`src/rtl/countdown_timer.sv`:
```
// -----------------------------------------------------------------------------
// countdown_timer
//   Loadable down-counter / timer. A LOAD strobe captures LOAD_VAL into both
//   the count register and the reload register and starts a countdown. Each
//   enabled cycle in RUN subtracts STEP. On reaching zero (or when the
//   remaining count is at most STEP) the counter saturates to zero, emits a
//   one-cycle TC pulse and parks in DONE.
//
//   Optional feature macro: COUNTDOWN_TIMER_AUTORELOAD_EN
//     When defined, the terminal cycle reloads the count from the reload
//     register and stays in RUN, giving a periodic TC. DONE is unreachable.
//     When undefined (default), the timer is one-shot.
//
//   Reset is asynchronous and active-high; all other state changes happen on
//   the rising edge of CLK.
// -----------------------------------------------------------------------------
module countdown_timer #(
    parameter int WIDTH = 8,
    parameter int STEP  = 1
) (
    input  logic             CLK,
    input  logic             RESET,
    input  logic             LOAD,
    input  logic [WIDTH-1:0] LOAD_VAL,
    input  logic             EN,
    output logic [WIDTH-1:0] out,
    output logic             TC,
    output logic             BUSY
);

    // STEP is brought to the datapath width once, so the compare and the
    // subtract below both operate on WIDTH-bit quantities.
    localparam logic [WIDTH-1:0] STEP_W = WIDTH'(STEP);

    typedef enum logic [1:0] {
        ST_IDLE = 2'd0,
        ST_RUN  = 2'd1,
        ST_DONE = 2'd2
    } state_t;

    state_t           state_q,  state_d;
    logic [WIDTH-1:0] count_q,  count_d;
    logic [WIDTH-1:0] reload_q, reload_d;
    logic             tc_q,     tc_d;

    // The compare is taken before the subtract: the subtract result is only
    // used when count_q is strictly greater than STEP, so it cannot underflow.
    logic             at_terminal;
    logic [WIDTH-1:0] count_minus_step;

    assign at_terminal      = (count_q <= STEP_W);
    assign count_minus_step = count_q - STEP_W;

    // Next-state and next-output logic; LOAD wins over every other condition.
    always_comb begin
        state_d  = state_q;
        count_d  = count_q;
        reload_d = reload_q;
        tc_d     = 1'b0;

        if (LOAD) begin
            count_d  = LOAD_VAL;
            reload_d = LOAD_VAL;
            state_d  = (LOAD_VAL != '0) ? ST_RUN : ST_IDLE;
        end else begin
            unique case (state_q)
                ST_IDLE: begin
                    // Never loaded, or loaded with zero: hold, ignore EN.
                    count_d = count_q;
                end

                ST_RUN: begin
                    if (EN) begin
                        if (!at_terminal) begin
                            count_d = count_minus_step;
                        end else begin
                            tc_d = 1'b1;
`ifdef COUNTDOWN_TIMER_AUTORELOAD_EN
                            // Periodic mode: restart from the reload value.
                            // A zero reload value cannot restart a count.
                            count_d = reload_q;
                            state_d = (reload_q != '0) ? ST_RUN : ST_IDLE;
`else
                            // One-shot mode: saturate at zero and park.
                            count_d = '0;
                            state_d = ST_DONE;
`endif
                        end
                    end
                end

                ST_DONE: begin
                    // Only LOAD (handled above) or RESET leaves DONE.
                    count_d = '0;
                end

                default: begin
                    // Unused encoding: recover to a safe idle state.
                    state_d = ST_IDLE;
                    count_d = '0;
                end
            endcase
        end
    end

    // State, count, reload and TC registers with asynchronous reset.
    always_ff @(posedge CLK or posedge RESET) begin
        if (RESET) begin
            state_q  <= ST_IDLE;
            count_q  <= '0;
            reload_q <= '0;
            tc_q     <= 1'b0;
        end else begin
            state_q  <= state_d;
            count_q  <= count_d;
            reload_q <= reload_d;
            tc_q     <= tc_d;
        end
    end

    // All outputs come straight from registers, so they are glitch-free.
    assign out  = count_q;
    assign TC   = tc_q;
    assign BUSY = (state_q == ST_RUN);

endmodule

```
`config.mk`:
```
export PLATFORM = sky130hd
export DESIGN_NAME = countdown_timer
export DESIGN_NICKNAME = d
export VERILOG_FILES = /design/src/rtl/countdown_timer.sv
export SDC_FILE = /design/constraint.sdc
export NUM_CORES = 1
export LEC_CHECK = 0
export BUFFER_PORTS_ARGS = -buffer_cell sky130_fd_sc_hd__buf_2
export CELL_PAD_IN_SITES_DETAIL_PLACEMENT = 2
export CELL_PAD_IN_SITES_GLOBAL_PLACEMENT = 2
export CORE_AREA = 2 2 40 69
export DETAILED_ROUTE_END_ITERATION = 12
export DIE_AREA = 0 0 42 71
export PLACE_DENSITY_LB_ADDON = 0.1
export SYNTH_ARGS = -nofsm -noshare
export SYNTH_HDL_FRONTEND = slang
export SYNTH_SLANG_ARGS = --single-unit
```
`constraint.sdc`:
```
create_clock -name CLK -period 3.3 [get_ports CLK]
set_clock_uncertainty 0.2 [all_clocks]
set_input_delay 0.825 -clock CLK [delete_from_list [all_inputs] [get_ports CLK]]
set_output_delay 0.825 -clock CLK [all_outputs]
set_load 0.05 [all_outputs]
```
After elaboration in Yosys (flattened, before gate mapping)
Cells that the tools add are included.
W data, S select, Z words.
{ "totals": {"register_bits": 11, "elab_cells": 29} }
{ "op_classes": {"add_sub_neg": 1, "n_lt_le_gt_ge": 1, "eq_ne": 6, "muxes": 13, "reduce_logical": 5} }
{ "ops": {"columns": ["op", "n"], "rows": [
  ["$mux W8", 3],
  ["$pmux W8 S2", 1],
  ["$le A8 B1 Y1 const B", 1],
  ["$reduce_bool A8 Y1", 1],
  ["$sub A8 B1 Y8 const B", 1],
  ["$mux W2", 3],
  ["$mux W1", 5],
  ["$pmux W2 S2", 1],
  ["$ne A3 B2 Y1 const B", 1],
  ["$ne A3 B3 Y1 const B", 1],
  ["$reduce_and A3 Y1", 1],
  ["$eq A2 B1 Y1 const B", 1],
  ["$eq A2 B2 Y1 const B", 1],
  ["$logic_not A2 Y1", 1],
  ["$ne A2 B1 Y1 const B", 1],
  ["$ne A2 B2 Y1 const B", 1],
  ["$reduce_and A2 Y1", 1],
  ["$reduce_or A2 Y1", 1]
]} }

Depth between registers and ports, before layout
{ "logic_depth": {"depth_word": 5, "depth_mapped": 6, "mapped_depth_nobuf": 6} }

Worst setup path before layout
Ideal clock, no wire load.
{ "synth_path": {"path_type": "register to register", "start": "reg count_q[0] (netlist: out[0])", "end": "reg count_q[6] (netlist: out[6])", "setup_time_ns": 0.067, "arrival_ns": 2.037, "t_required_ns": 3.033, "slack_ns": 0.995, "path_stages_with_launch": 7, "cell_sequence": "dfrtp_1 inv_1 ha_1 or4b_1 or4_1 a21oi_1 a221o_1"} }
{ "synth_between": {"elab_chain_cells": 5} }
{ "synth_lines": {"columns": ["element", "line", "rtl"], "rows": [
  ["start: declaration", "42", "logic [WIDTH-1:0] count_q, count_d;"],
  ["start signal: assignment", "115", "count_q <= count_d;"],
  ["$sub A8 B1 Y8 / $le A8 B1 Y1 (equally long branches)", "52, 51", null],
  ["$mux W8 (*)", "74", "if (!at_terminal) begin"],
  ["$mux W8 (*)", "73", "if (EN) begin"],
  ["$pmux W8 S2 (*)", "66", "unique case (state_q)"],
  ["$mux W8 (*)", "61", "if (LOAD) begin"]
]} }
Mark *: on every way between the ends. The rest lies on a longest branch, timed or not. The select of a mux whose other input is x is not followed.
A chain may end at the register's enable or synchronous reset.

Final worst setup path
Ends and elaborated chain as after synthesis.

==> key figures <==
Worst setup path
  – Req. time, crit path: 3280 ps
  – CP arrival: 2270 ps
  – Crit-path slowest cell: or4b_1
  – Crit-path cells: inv_1 -> ha_1 -> or4b_1 -> or4_1 -> a21oi_1 -> a221o_1
  – Worst-path fanout max: 7
  – Crit path kind: flip-flop to flip-flop
  – WP buf/inv: 1
  – CP peak stage delay: 530 ps
  – Crit path launch type: flip-flop
  – Top delay family on crit path: simple AND/OR/NAND/NOR gates
  – Crit end category: flip-flop

Cells and area
  – Share of cells above drive strength 1: 26.7%
  – Post-route non-filler standard cell count: 127
  – Finished Core Util: approximately 36%
  – Most common cell after layout, fill and taps aside: buf_2
  – ANT cells: 0
  – Area growth, synth to finish: 25.8%
  – Commonest cells after routing, fill and taps aside: buf_2 (21), dfrtp_1 (11), nand2_1 (8), nor2_1 (6), o21ai_0 (6)
  – Final #Nets: ~120

Routing
  – Drt drc: 0
  – Via/cell ratio: 5.76
  – Initial DRC count: 21
  – WL/cell: roughly 18 µm
  – Via count: 732
  – Detail Route Antenna Nets: 0
  – Pre-antenna DRT Iters: 4
  – Final WL: between 2 and 2.5 mm

Synth
  – Syn_area_per_cell: around 9.0 µm²
  – Cell taking the most area after synthesis: dfrtp_1
  – Number of flops mapped to enable cells by yosys: 0
  – Post-Syn Nets: 91
  – Mapped Cells: 77
  – Async SR Flop Fraction: 100%
  – Synthesized area: between 600 and 700 µm²
  – Flops & latches, synth: 11
  – Yosys warns: 0
  – Count of cell types in the netlist: 31
  – Top-area cell type share of the netlist area: approximately 40%
  – Post-synthesis sequential area ratio: just under 40%
  – Main synth FF type: dfrtp_1
  – Area contributors post-synth: dfrtp_1 (40%), a221o_1 (4.3%), o21ai_0 (4.3%), nand2_1 (4.3%), a21oi_1 (3.6%)

Power and ir drop
  – Leakage Power: 0.389 nW
  – Power Internal: approximately 0.29 mW
  – Switching Fraction: around two fifths
  – Sw power: 0.209 mW
  – Clock Power Share: between 20 and 30%
  – Total Power: ~0.50 mW
  – Sequential power share: 34.9%
  – Worst VDD drop: about 0.19 mV
  – Gate power share: 36.2%
  – Pwr dens: 571 nW/µm²

Timing
  – Final min period: 2290 ps
  – Finish-stage setup viols: 0
  – Slew Limit Fails: 0
  – Slew headroom: approximately two thirds
  – Max Freq: approximately 0.44 GHz
  – Slew @ Worst Pin: about 480 ps
  – Fin. Hold Viols: 0
  – RSZ-0062 raised after global routing: false
  – Fin crit share: between 60% and 70%
  – Total negative slack: 0 ps

Clocking
  – Worst-skew pair later-pin latency: about 240 ps
  – Post-CTS resize count: 0
  – Reg clk slew, reported paths: about 60 ps
  – Root Buffer: clkbuf_8
  – Postcts setup bufs: 0
  – CTS tree: done
  – Clock buffer depth: 2
  – H-tree levels: 1
  – TritonCTS buffer count: 3
  – CTS hold repair buffers: 0
  – CTS Sinks: 11

Die
  – Die Area: 2980 µm²
  – Initial core utilization: approximately 29%
  – Row count: 24
  – Ports: 22
  – Core area: roughly 2400 µm²
  – Overall die height: between 70 and 80 µm
  – Chip width: ~42 µm

GRT
  – Pin count of the biggest net entering global routing: 14
  – Vias in the first global route: between 700 and 800
  – Total gr overflow: 0
  – Global Route Usage Sum: between 15 and 20%
  – First-pass GRT wire length: approximately 4 mm
  – Initial antenna violation count: 0

Placement
  – PortBufs: 21
  – Placer congestion estimate: 0.733
  – Placed Instances: between 100 and 150
  – HPWL after DPL: around 1.8 mm

Run
  – Max cap viols: 0

Worst hold path
  – Hold Crit Class: flip-flop to flip-flop

Run status
  – Status: finished clean
cell families after synthesis:
| family | synth area share (%) |
|---|---|
| AO/OA/AOI/OAI | 28.8 |
| flip-flops | 39.6 |
| buffers and inverters | 4.32 |
| AND/OR/NAND/NOR | 23.6 |
| adder cells (fa/ha/maj) | 3.60 |
flip-flops by register name, indices dropped and copies added, names as in the netlist:
register,count
out,8
state_q,2
TC,1
cell usage after synthesis (2+ instances only):
master	n
a22o_1	2
nor3_1	3
nand2_1	8
a21oi_1	5
o21ai_0	6
ha_1	2
nor2_1	6
dfrtp_1	11
nor4b_1	2
a21boi_0	2
or3_1	2
a221o_1	3
clkbuf_1	2
nor4_1	2
inv_1	3
o21ai_1	2
nand3_1	2
through the flow:
stage                     setup slack [ps]  hold WS, ps  cell area, µm²
after floorplan                        995          350             694
after global placement                1020          352             828
after detailed placement               970          368             828
after CTS                              983          390             873
after global routing                   877          422             873
final                                 1010          385             873
worst register-to-register path: cells and delay by family (launching register included):
family | cells | cell delay, ps
adder cells (fa/ha/maj) | 1 | 250
AO/OA/AOI/OAI | 2 | 260
AND/OR/NAND/NOR | 2 | 950
buffers and inverters | 1 | 110
flip-flops | 1 | 450
routing by layer:
| layer | vias to the layer above | wire, µm | global-route usage [%] |
|---|---|---|---|
| li1 | 340 | - | - |
| met1 | 364 | 904 | 20.6 |
| met2 | 22 | 1310 | 33.3 |
| met3 | 6 | 88 | 2.55 |
| met4 | 0 | 36 | 8.60 |
| met5 | - | 0 | 0 |
power groups by stage:
stage / registers, mW / logic [mW] / clock network [mW]
6_report: 0.174 / 0.180 / 0.144
2_1_floorplan: 0.226 / 0.0783 / 0
5_1_grt: 0.180 / 0.195 / 0.155
3_3_place_gp: 0.176 / 0.178 / 0
4_1_cts: 0.175 / 0.183 / 0.148
3_5_place_dp: 0.177 / 0.182 / 0
final timing paths:
kind	start	end	slack, ps	cells after the start
max in group asynchronous	RESET	out[0]	2190	2
min reg2reg	out[3]	out[3]	380	1
min	out[3]	out[3]	380	1
min in group asynchronous	RESET	out[2]	390	2
max	out[0]	out[6]	1010	6
max reg2reg	out[0]	out[6]	1010	6
area by class of cell:
cell class              count  area [µm²]
fillers                   288        1560
multi-input cells          60         389
flip-flops and latches     11         275
repair buffers             23         120
clock buffers               4        45.0
well taps                  26        32.5
inverters                   3        11.3
(Power assumes the default switching activity.)
